File: config.mk
export PLATFORM = sky130hd
export DESIGN_NAME = ps2_key_ctrl_flat
export DESIGN_NICKNAME = d
export VERILOG_FILES = /design/src/rtl/ps2_key_ctrl_if.sv /design/src/rtl/ps2_key_ctrl.sv /design/src/flat_wrapper.sv
export SDC_FILE = /design/constraint.sdc
export NUM_CORES = 1
export LEC_CHECK = 0
export CORE_UTILIZATION = 49
export DETAILED_ROUTE_END_ITERATION = 8
export PLACE_DENSITY = 0.69
export SYNTH_ARGS = -nofsm -noshare
export SYNTH_HDL_FRONTEND = slang
export SYNTH_SLANG_ARGS = --single-unit
File: constraint.sdc
create_clock -name clk -period 7.19 [get_ports clk]
set_input_delay 0.719 -clock clk [delete_from_list [all_inputs] [get_ports clk]]
set_output_delay 0.719 -clock clk [all_outputs]
set_load 0.02 [all_outputs]
File: src/rtl/ps2_key_ctrl_if.sv
// ps2_key_ctrl_if: scancode input strobe, buffered key-event handshake and key-state outputs
interface ps2_key_ctrl_if #(parameter int AW = 3);
  logic          code_valid;
  logic [7:0]    code_data;
  logic          evt_valid;
  logic          evt_ready;
  logic [7:0]    evt_code;
  logic          evt_ext;
  logic          evt_break;
  logic          mod_shift;
  logic          mod_ctrl;
  logic          mod_alt;
  logic          caps_lock;
  logic [7:0]    press_cnt;
  logic [AW:0]   fifo_count;
  logic          overflow;
  modport master (
    output code_valid, code_data, evt_ready,
    input  evt_valid, evt_code, evt_ext, evt_break, mod_shift, mod_ctrl, mod_alt,
           caps_lock, press_cnt, fifo_count, overflow
  );
  modport slave (
    input  code_valid, code_data, evt_ready,
    output evt_valid, evt_code, evt_ext, evt_break, mod_shift, mod_ctrl, mod_alt,
           caps_lock, press_cnt, fifo_count, overflow
  );
endinterface

File: src/rtl/ps2_key_ctrl.sv
// ps2_key_ctrl: decodes E0/F0-prefixed scancodes into key events, tracks modifiers/caps, buffers events in a FIFO
module ps2_key_ctrl #(
  parameter int FIFO_DEPTH = 8,
  parameter int AW         = 3
) (
  input logic            clk,
  input logic            reset,
  ps2_key_ctrl_if.slave  bus
);
  typedef enum logic [1:0] {IDLE, EXT, BRK, EXT_BRK} state_t;
  localparam logic [AW:0] DEPTH = (AW+1)'(FIFO_DEPTH);
  state_t      r_state, w_next;
  logic        w_emit, w_ext, w_brk;
  logic [7:0]  w_b;
  logic        w_e0, w_f0, w_nul;
  logic [5:0]  r_held, w_match;
  logic        r_caps_held, r_caps, w_caps;
  logic [7:0]  r_press;
  logic [9:0]  r_mem [FIFO_DEPTH];
  logic [AW-1:0] r_wp, r_rp;
  logic [AW:0] r_cnt;
  logic        r_ovf, w_pop, w_push, w_full;
  logic [9:0]  w_head;
  assign w_b   = bus.code_data;
  assign w_e0  = w_b == 8'hE0;
  assign w_f0  = w_b == 8'hF0;
  assign w_nul = w_b == 8'h00 || w_b == 8'hFF;
  always_comb begin
    w_next = r_state;
    w_emit = 1'b0;
    w_ext  = r_state == EXT || r_state == EXT_BRK;
    w_brk  = r_state == BRK || r_state == EXT_BRK;
    if (bus.code_valid)
      case (r_state)
        IDLE: begin
          w_next = w_e0 ? EXT : w_f0 ? BRK : IDLE;
          w_emit = !(w_e0 || w_f0 || w_nul || w_b == 8'hAA || w_b == 8'hE1);
        end
        EXT: begin
          w_next = w_f0 ? EXT_BRK : w_e0 ? EXT : IDLE;
          w_emit = !(w_e0 || w_f0 || w_nul);
        end
        BRK: begin
          w_next = w_f0 ? BRK : w_e0 ? EXT_BRK : IDLE;
          w_emit = !(w_e0 || w_f0 || w_nul);
        end
        default: begin
          w_next = (w_f0 || w_e0) ? EXT_BRK : IDLE;
          w_emit = !(w_e0 || w_f0 || w_nul);
        end
      endcase
  end
  always_ff @(posedge clk)
    if (reset) r_state <= IDLE;
    else       r_state <= w_next;
  // held bits: {ralt, lalt, rctrl, lctrl, rshift, lshift}
  assign w_match = {w_ext && w_b == 8'h11, !w_ext && w_b == 8'h11,
                    w_ext && w_b == 8'h14, !w_ext && w_b == 8'h14,
                    !w_ext && w_b == 8'h59, !w_ext && w_b == 8'h12};
  assign w_caps  = w_emit && !w_ext && w_b == 8'h58;
  always_ff @(posedge clk)
    if (reset) begin
      r_held      <= '0;
      r_caps_held <= 1'b0;
      r_caps      <= 1'b0;
      r_press     <= '0;
    end else begin
      if (w_emit) r_held <= (r_held & ~w_match) | (w_match & {6{!w_brk}});
      if (w_caps) r_caps_held <= !w_brk;
      if (w_caps && !w_brk && !r_caps_held) r_caps <= ~r_caps;
      if (w_emit && w_brk) r_press <= r_press + 8'd1;
    end
  assign w_full = r_cnt == DEPTH;
  assign w_pop  = r_cnt != '0 && bus.evt_ready;
  assign w_push = w_emit && (!w_full || w_pop);
  always_ff @(posedge clk)
    if (w_push) r_mem[r_wp] <= {w_ext, w_brk, w_b};
  always_ff @(posedge clk)
    if (reset) begin
      r_wp  <= '0;
      r_rp  <= '0;
      r_cnt <= '0;
      r_ovf <= 1'b0;
    end else begin
      if (w_push) r_wp <= r_wp + AW'(1);
      if (w_pop)  r_rp <= r_rp + AW'(1);
      r_cnt <= (w_push && !w_pop) ? r_cnt + (AW+1)'(1) :
               (!w_push && w_pop) ? r_cnt - (AW+1)'(1) : r_cnt;
      if (w_emit && w_full && !w_pop) r_ovf <= 1'b1;
    end
  assign w_head         = r_cnt != '0 ? r_mem[r_rp] : '0;
  assign bus.evt_valid  = r_cnt != '0;
  assign bus.evt_ext    = w_head[9];
  assign bus.evt_break  = w_head[8];
  assign bus.evt_code   = w_head[7:0];
  assign bus.mod_shift  = r_held[0] | r_held[1];
  assign bus.mod_ctrl   = r_held[2] | r_held[3];
  assign bus.mod_alt    = r_held[4] | r_held[5];
  assign bus.caps_lock  = r_caps;
  assign bus.press_cnt  = r_press;
  assign bus.fifo_count = r_cnt;
  assign bus.overflow   = r_ovf;
endmodule

File: src/flat_wrapper.sv
// flat-port wrapper written by rule: the top's interface ports become plain ports
module ps2_key_ctrl_flat 
#(
  parameter int FIFO_DEPTH = 8,
  parameter int AW         = 3
)
  (clk, reset, bus_code_valid, bus_code_data, bus_evt_ready, bus_evt_valid, bus_evt_code, bus_evt_ext, bus_evt_break, bus_mod_shift, bus_mod_ctrl, bus_mod_alt, bus_caps_lock, bus_press_cnt, bus_fifo_count, bus_overflow);
  ps2_key_ctrl_if #(.AW(AW)) bus_i ();
  input logic clk;
  input logic reset;
  input wire logic [$bits(bus_i.code_valid)-1:0] bus_code_valid;
  input wire logic [$bits(bus_i.code_data)-1:0] bus_code_data;
  input wire logic [$bits(bus_i.evt_ready)-1:0] bus_evt_ready;
  output wire logic [$bits(bus_i.evt_valid)-1:0] bus_evt_valid;
  output wire logic [$bits(bus_i.evt_code)-1:0] bus_evt_code;
  output wire logic [$bits(bus_i.evt_ext)-1:0] bus_evt_ext;
  output wire logic [$bits(bus_i.evt_break)-1:0] bus_evt_break;
  output wire logic [$bits(bus_i.mod_shift)-1:0] bus_mod_shift;
  output wire logic [$bits(bus_i.mod_ctrl)-1:0] bus_mod_ctrl;
  output wire logic [$bits(bus_i.mod_alt)-1:0] bus_mod_alt;
  output wire logic [$bits(bus_i.caps_lock)-1:0] bus_caps_lock;
  output wire logic [$bits(bus_i.press_cnt)-1:0] bus_press_cnt;
  output wire logic [$bits(bus_i.fifo_count)-1:0] bus_fifo_count;
  output wire logic [$bits(bus_i.overflow)-1:0] bus_overflow;
  assign bus_i.code_valid = bus_code_valid;
  assign bus_i.code_data = bus_code_data;
  assign bus_i.evt_ready = bus_evt_ready;
  assign bus_evt_valid = bus_i.evt_valid;
  assign bus_evt_code = bus_i.evt_code;
  assign bus_evt_ext = bus_i.evt_ext;
  assign bus_evt_break = bus_i.evt_break;
  assign bus_mod_shift = bus_i.mod_shift;
  assign bus_mod_ctrl = bus_i.mod_ctrl;
  assign bus_mod_alt = bus_i.mod_alt;
  assign bus_caps_lock = bus_i.caps_lock;
  assign bus_press_cnt = bus_i.press_cnt;
  assign bus_fifo_count = bus_i.fifo_count;
  assign bus_overflow = bus_i.overflow;
  ps2_key_ctrl #(.FIFO_DEPTH(FIFO_DEPTH), .AW(AW)) u_core (.clk(clk), .reset(reset), .bus(bus_i));
endmodule
---- Word level (Yosys, flattened, before mapping) ----
Memory sizes are Yosys's and may differ from the RTL's. A register that Yosys moved wholly into a read port is not among the register bits.
Index checks and enable logic that the tools add are counted.
storage, ports and cells
  memories ................................ 1
  register bits ........................... 29
  logic and storage cells ................. 91
  bits of input ports ..................... 12
  bits in writable memories ............... 80
operators by class
  add/subtract/negate cells ............... 5
  bitwise gates (word level) .............. 8
  mux-type cells .......................... 17
  reductions and logical operators ........ 37
  equal/unequal tests ..................... 14
memories
  memory        depth  width  read ports  clocked after Yosys merged registers in  wr ports  line                text
  u_core.r_mem  8      10     1           1                                        1         ps2_key_ctrl.sv:19  logic [9:0] r_mem [FIFO_DEPTH];
operators by type and width
  operator             count
  $eq 8x8->1 const B   5
  $eq 8x5->1 const B   3
  $logic_and 1x1->1    17
  $eq 8x7->1 const B   2
  $and 6x6->6          2
  $mux 2               6
  $mux 10              1
  $add 8x1->8 const B  1
  $logic_not 1->1      8
  $logic_not 8->1      1
  $logic_or 1x1->1     8
  $mux 4               2
  $add 3x1->3 const B  2
  $mux 3               2
  $not 6->6            1
  $or 6x6->6           1
  $pmux 2 s3           1
  $mux 1               5
  $add 4x1->4 const B  1
  $eq 2x2->1 const B   2
  $eq 4x4->1 const B   1
  $reduce_bool 4->1    1
  $sub 4x1->4 const B  1
  $or 1x1->1           3
  other kinds (4)      4

---- Depth between registers and ports, before layout ----
  depth in word-level cells ............... 13
  gate-level depth with buffers ........... 13

---- Worst setup path before layout ----
Ideal clock, no wire load.
  kind .................................... input to register
  start point ............................. input port bus_code_data[1]
  end point ............................... register u_core.r_cnt[3] (netlist: u_core.bus.fifo_count[3])
  data arrival time ....................... 3.218 ns
  library setup time ...................... 0.071 ns
  setup slack ............................. 3.901 ns
  stages .................................. 13
  path through ............................ or4b_1 -> o22a_1 -> o211a_4 -> nand2_4 -> inv_4 -> ha_1 -> inv_1 -> ha_1 -> a21o_1 -> a21oi_1 -> xnor2_1 -> or3_1 -> a21oi_1
between the ends
  word-level cells in the longest chain between the ends .. 12
  elaborated cells between the ends (all ways) .. 21
ends and longest elaborated chain
  what                                        line                text
  start, declared                             flat_wrapper.sv:12  input wire logic [$bits(bus_i.code_data)-1:0] bus_code_data;
  $eq 8x8->1 (tied with other cells)          ps2_key_ctrl.sv:25  assign w_e0 = w_b == 8'hE0;
  $logic_or 1x1->1, on equally long branches  --
  $logic_or 1x1->1                            --
  $logic_or 1x1->1 (2 in series)              ps2_key_ctrl.sv:37  w_emit = !(w_e0 || w_f0 || w_nul || w_b == 8'hAA || w_b == 8'hE1);
  $logic_not 1->1                             ps2_key_ctrl.sv:37
  $mux 1 (*)                                  --
  $mux 1 (*)                                  ps2_key_ctrl.sv:33  if (bus.code_valid)
  $logic_and 1x1->1 (*)                       ps2_key_ctrl.sv:75  assign w_push = w_emit && (!w_full || w_pop);
  net u_core.w_push                           ps2_key_ctrl.sv:22  logic r_ovf, w_pop, w_push, w_full;
  $logic_not 1->1                             ps2_key_ctrl.sv:88  (!w_push && w_pop) ? r_cnt - (AW+1)'(1) : r_cnt;
  $logic_and 1x1->1                           ps2_key_ctrl.sv:88
  $reduce_bool 2->1 (no source line)          --
  end signal, assigned                        ps2_key_ctrl.sv:87  r_cnt <= (w_push && !w_pop) ? r_cnt + (AW+1)'(1) :
  end, declared                               ps2_key_ctrl.sv:21  logic [AW:0] r_cnt;
The timed path passes the listed nets; every way through them passes the cells marked *.
A chain may end at the register's enable or synchronous reset.

---- Final worst setup path ----
  start point ............................. input port bus_code_data[2]
  end point ............................... register u_core.r_cnt[3] (netlist: u_core.bus.fifo_count[3])
Same word-level chain as after synthesis.

==> flow_summary.toml <==
[clocking]
post-cts-setup-buffers = 0
cts_made_buffers = 9
insertion_delay_ps = 370
cts_max_path_buffers = 2
cts_root_buf = "clkbuf_8"
cts_resized = 0
clock-sinks = 112
cts_tree = "done"
clkSlewWorstSetupHoldPaths_ps = 100
htree_levels = 3
hold_buffers = 0

[synthesis]
synth_compound_area_share_pct = 3.28
synth_top_family_by_area = "multiplexers"
muxShareOfSynthArea_pct = 13.9
yosysTopAreaCell = "edfxtp_1"
synth_area_leaders = "edfxtp_1 (51%), dfxtp_1 (14%), mux4_2 (9.6%), mux2i_1 (3.8%), nor2_1 (2.4%)"
yosys.area_share.simple_pct = 12.3
postSynthCellCount = 318
ys_warn_count = 0
netlist-cell-type-count = 47
ys_seq_area_share_pct = 64.9
synth_fa_ha_area_share_pct = 2.03
synth_top_area_share_pct = 51.3
synth_area_per_cell_um2 = 14.7
synth_xor_area_share_pct = 1.68
syn_nets = 337
ys.flop_type = "edfxtp_1"
synth_edf_count = 80
netlist_area_mm2 = 0.00469
synth-seq-cells = 112
async_flop_share_pct = 0

[critical_path]
cp-start-kind = "input port"
cp_data_required_time_ps = 7490
crit_family = "simple AND/OR/NAND/NOR gates"
regToRegStartpoint = "u_core.bus.fifo_count[0]"
worst_path_max_delay_cell = "clkdlybuf4s50_1"
rr_worst_depth = 11
crit_path_max_fanout = 15
worst-path-buf-inv = 3
crit_chain = "clkdlybuf4s50_1 > or4b_1 > o22a_1 > o211a_4 > nand2_4 > inv_4 > ha_1 > inv_1 > ha_1 > a21o_1 > a21oi_1 > xnor2_1 > or3_1 > a21oi_1"
arrival_ps = 4220
rr_endpoint = "u_core.bus.fifo_count[3]"
r2r_slack_ps = 3920
worst_setup_path_end_kind = "flop"
cpPeakStageDelay_ps = 660
crit_type = "in2reg"

[grt]
first_global_vias = 2747
antenna_found_initial = 0
grt-ovfl-total = 0
grt_max_degree = 35
grt_pass1_wl_um = 14200
grt_use_total_pct = 19.1

[detailed_routing]
drt_iter0_drc = 152
via_count = 2708
drc = 0
antenna_left = 0
drtPass1Iterations = 4
totalWireLength_um = 8670
vias_per_cell = 5.48
wl_per_cell_um = 17.5

[pwr]
power.internal_mw = 1.09
p_seq_share_pct = 48.9
swShare_pct = 30.6
cellLeakagePower_nw = 1.81
max-vdd-ir-drop_mv = 0.230
power_switching_uw = 480
pwr-share-clk_pct = 21.4
combPwrFrac_pct = 29.7
power-per-cell-area_mw_per_mm2 = 288

[layout]
register_area_mm2 = 0.00304
syn_to_final_growth_pct = 16.2
fillers = 745
nNetsFinal = 379
drive_above_1_share_pct = 15.6
diodes = 0
multi_input_area_mm2 = 0.00160

[job]
maxCapViolations = 0

[timing]
relSlewSlack_pct = 27.1
rsz0062_at_grt = "false"
min_period_ps = 3920
period_share_pct = 54.5
tightest_slew_ps = 1090
fmax_mhz = 255
tns_ps = 0
timing_hold_violations_final = 0
timing.hold.ws_ps = 484
fin_skew_ps = 10.9
drv_slew = 0
setup_viol = 0

[placement]
gp_congestion = 0.809
dp_hpwl_um = 5650
portBuffers = 39

[floorplan]
die_x_um = 99.8
start_util_pct = 50.7
fp.dieH_um = 99.8
boundaryPins = 40
die_area_mm2 = 0.00996
design.core.area_mm2 = 0.00924
std_cell_rows = 35

[worst_hold_path]
hold_depth = 2
hp-class = "reg2reg"

[outcome]
outcome = "finished clean"
==> kinds of logic (layout without fill, tap and decap cells) <==
| kind of cell | count (synthesis) | in the layout |
|---|---|---|
| xor+xnor | 9 | 9 |
| mux | 40 | 40 |
| buf+inv | 21 | 68 |
| simple gates | 106 | 106 |
| compound gates | 23 | 23 |
| fa+ha+maj | 7 | 7 |
| flops | 112 | 112 |
==> layout by cell type, fill, tap and decap left out, types with 2 or more instances in the layout <==
master           instances
edfxtp_1                80
clkdlybuf4s50_1         39
dfxtp_1                 32
nor2_1                  30
mux4_2                  20
mux2i_1                 18
nand3_1                 13
a21oi_1                 10
nand4_1                  9
clkbuf_8                 9
nand2_1                  8
nand2b_1                 8
xor2_1                   7
buf_4                    7
ha_1                     6
inv_1                    5
or3_1                    5
nor3_1                   4
nor4_1                   4
or2_2                    4
o21ai_0                  4
and3_1                   3
nor4_4                   2
nand4b_1                 2
a21o_1                   2
xnor2_1                  2
nor2b_1                  2
clkinvlp_4               2
==> metal layers <==
metal / part of all wire (%) / global-route usage (%)
met3: 2.6 / 2.65
met1: 47 / 25.9
met2: 48 / 30.7
met5: 0 / 0
met4: 2.1 / 8.94
==> synth_stat cells (all sizes together), types with 2 or more instances <==
library cell	count
and3	3
xor2	7
mux2	2
o21ai	6
dfxtp	32
or3	6
or2	4
nand2b	8
nor3	4
buf	5
xnor2	2
nor2	30
nand4	9
nand2	9
nand3	13
a21oi	10
ha	6
a21o	2
mux4	20
mux2i	18
inv	6
nand4b	2
edfxtp	80
nor4b	2
nor4	7
nor2b	2
clkbuf	10
==> power by group through the flow <==
| stage | combinational [mW] | sequential (mW) | clock (mW) |
|---|---|---|---|
| 5_1_grt | 0.504 | 0.773 | 0.367 |
| 4_1_cts | 0.476 | 0.768 | 0.342 |
| 2_1_floorplan | 0.312 | 0.771 | 0 |
| 6_report | 0.465 | 0.768 | 0.336 |
| 3_5_place_dp | 0.474 | 0.783 | 0 |
| 3_3_place_gp | 0.471 | 0.782 | 0 |
==> state kept, by name, indices dropped and copies added, names as in the netlist, named ones only <==
signal / cells
u_core.bus.caps_lock: 1
u_core.bus.fifo_count: 4
u_core.bus.overflow: 1
u_core.bus.press_cnt: 8
u_core.r_caps_held: 1
u_core.r_mem: 80
u_core.r_rp: 3
u_core.r_state: 2
u_core.r_wp: 3
==> worst max path at each step <==
| stage | start | endpoint | slack (ps) | cells after the start |
|---|---|---|---|---|
| final | bus_code_data[2] | u_core.bus.fifo_count[3] | 3270 | 14 |
| after global routing | bus_code_data[2] | u_core.bus.fifo_count[3] | 3170 | 14 |
| after CTS | bus_code_data[2] | u_core.bus.fifo_count[3] | 3310 | 14 |
| after detailed placement | bus_code_data[2] | u_core.bus.fifo_count[3] | 2940 | 14 |
| after global placement | bus_code_data[2] | u_core.bus.fifo_count[3] | 3050 | 14 |
| after floorplan | bus_code_data[1] | u_core.bus.fifo_count[3] | 3900 | 13 |
==> per-stage QoR <==
| step | area, um^2 | std cells | setup WS [ps] | utilization, % | total power, mW |
|---|---|---|---|---|---|
| 6_report | 5450 | 494 | 3270 | 58.9 | 1.57 |
| 5_1_grt | 5450 | 494 | 3170 | 58.9 | 1.64 |
| 4_1_cts | 5450 | 494 | 3310 | 58.9 | 1.59 |
| 3_5_place_dp | 5270 | 478 | 2940 | 57.1 | 1.26 |
| 3_3_place_gp | 5270 | 478 | 3050 | 57.1 | 1.25 |
| 2_1_floorplan | 4690 | 318 | 3900 | - | 1.08 |
==> area by class of cell <==
| class | instances | area share [%] |
|---|---|---|
| clock buffers | 10 | 2.34 |
| well taps | 129 | 2.96 |
| clock inverters | 6 | 0.804 |
| multi-input cells | 185 | 29.4 |
| repair buffers | 46 | 8.13 |
| inverters | 6 | 0.460 |
| flip-flops and latches | 112 | 55.9 |
==> worst reg2reg max path, delay by kind of cell, from the launching register on <==
family          cells  cell delay [ps]
compound gates      3              490
simple gates        3             1410
xor+xnor            1               80
buf+inv             2              320
fa+ha+maj           2              500
flops               1              410
No activity file was read; power rests on OpenSTA's default activity.
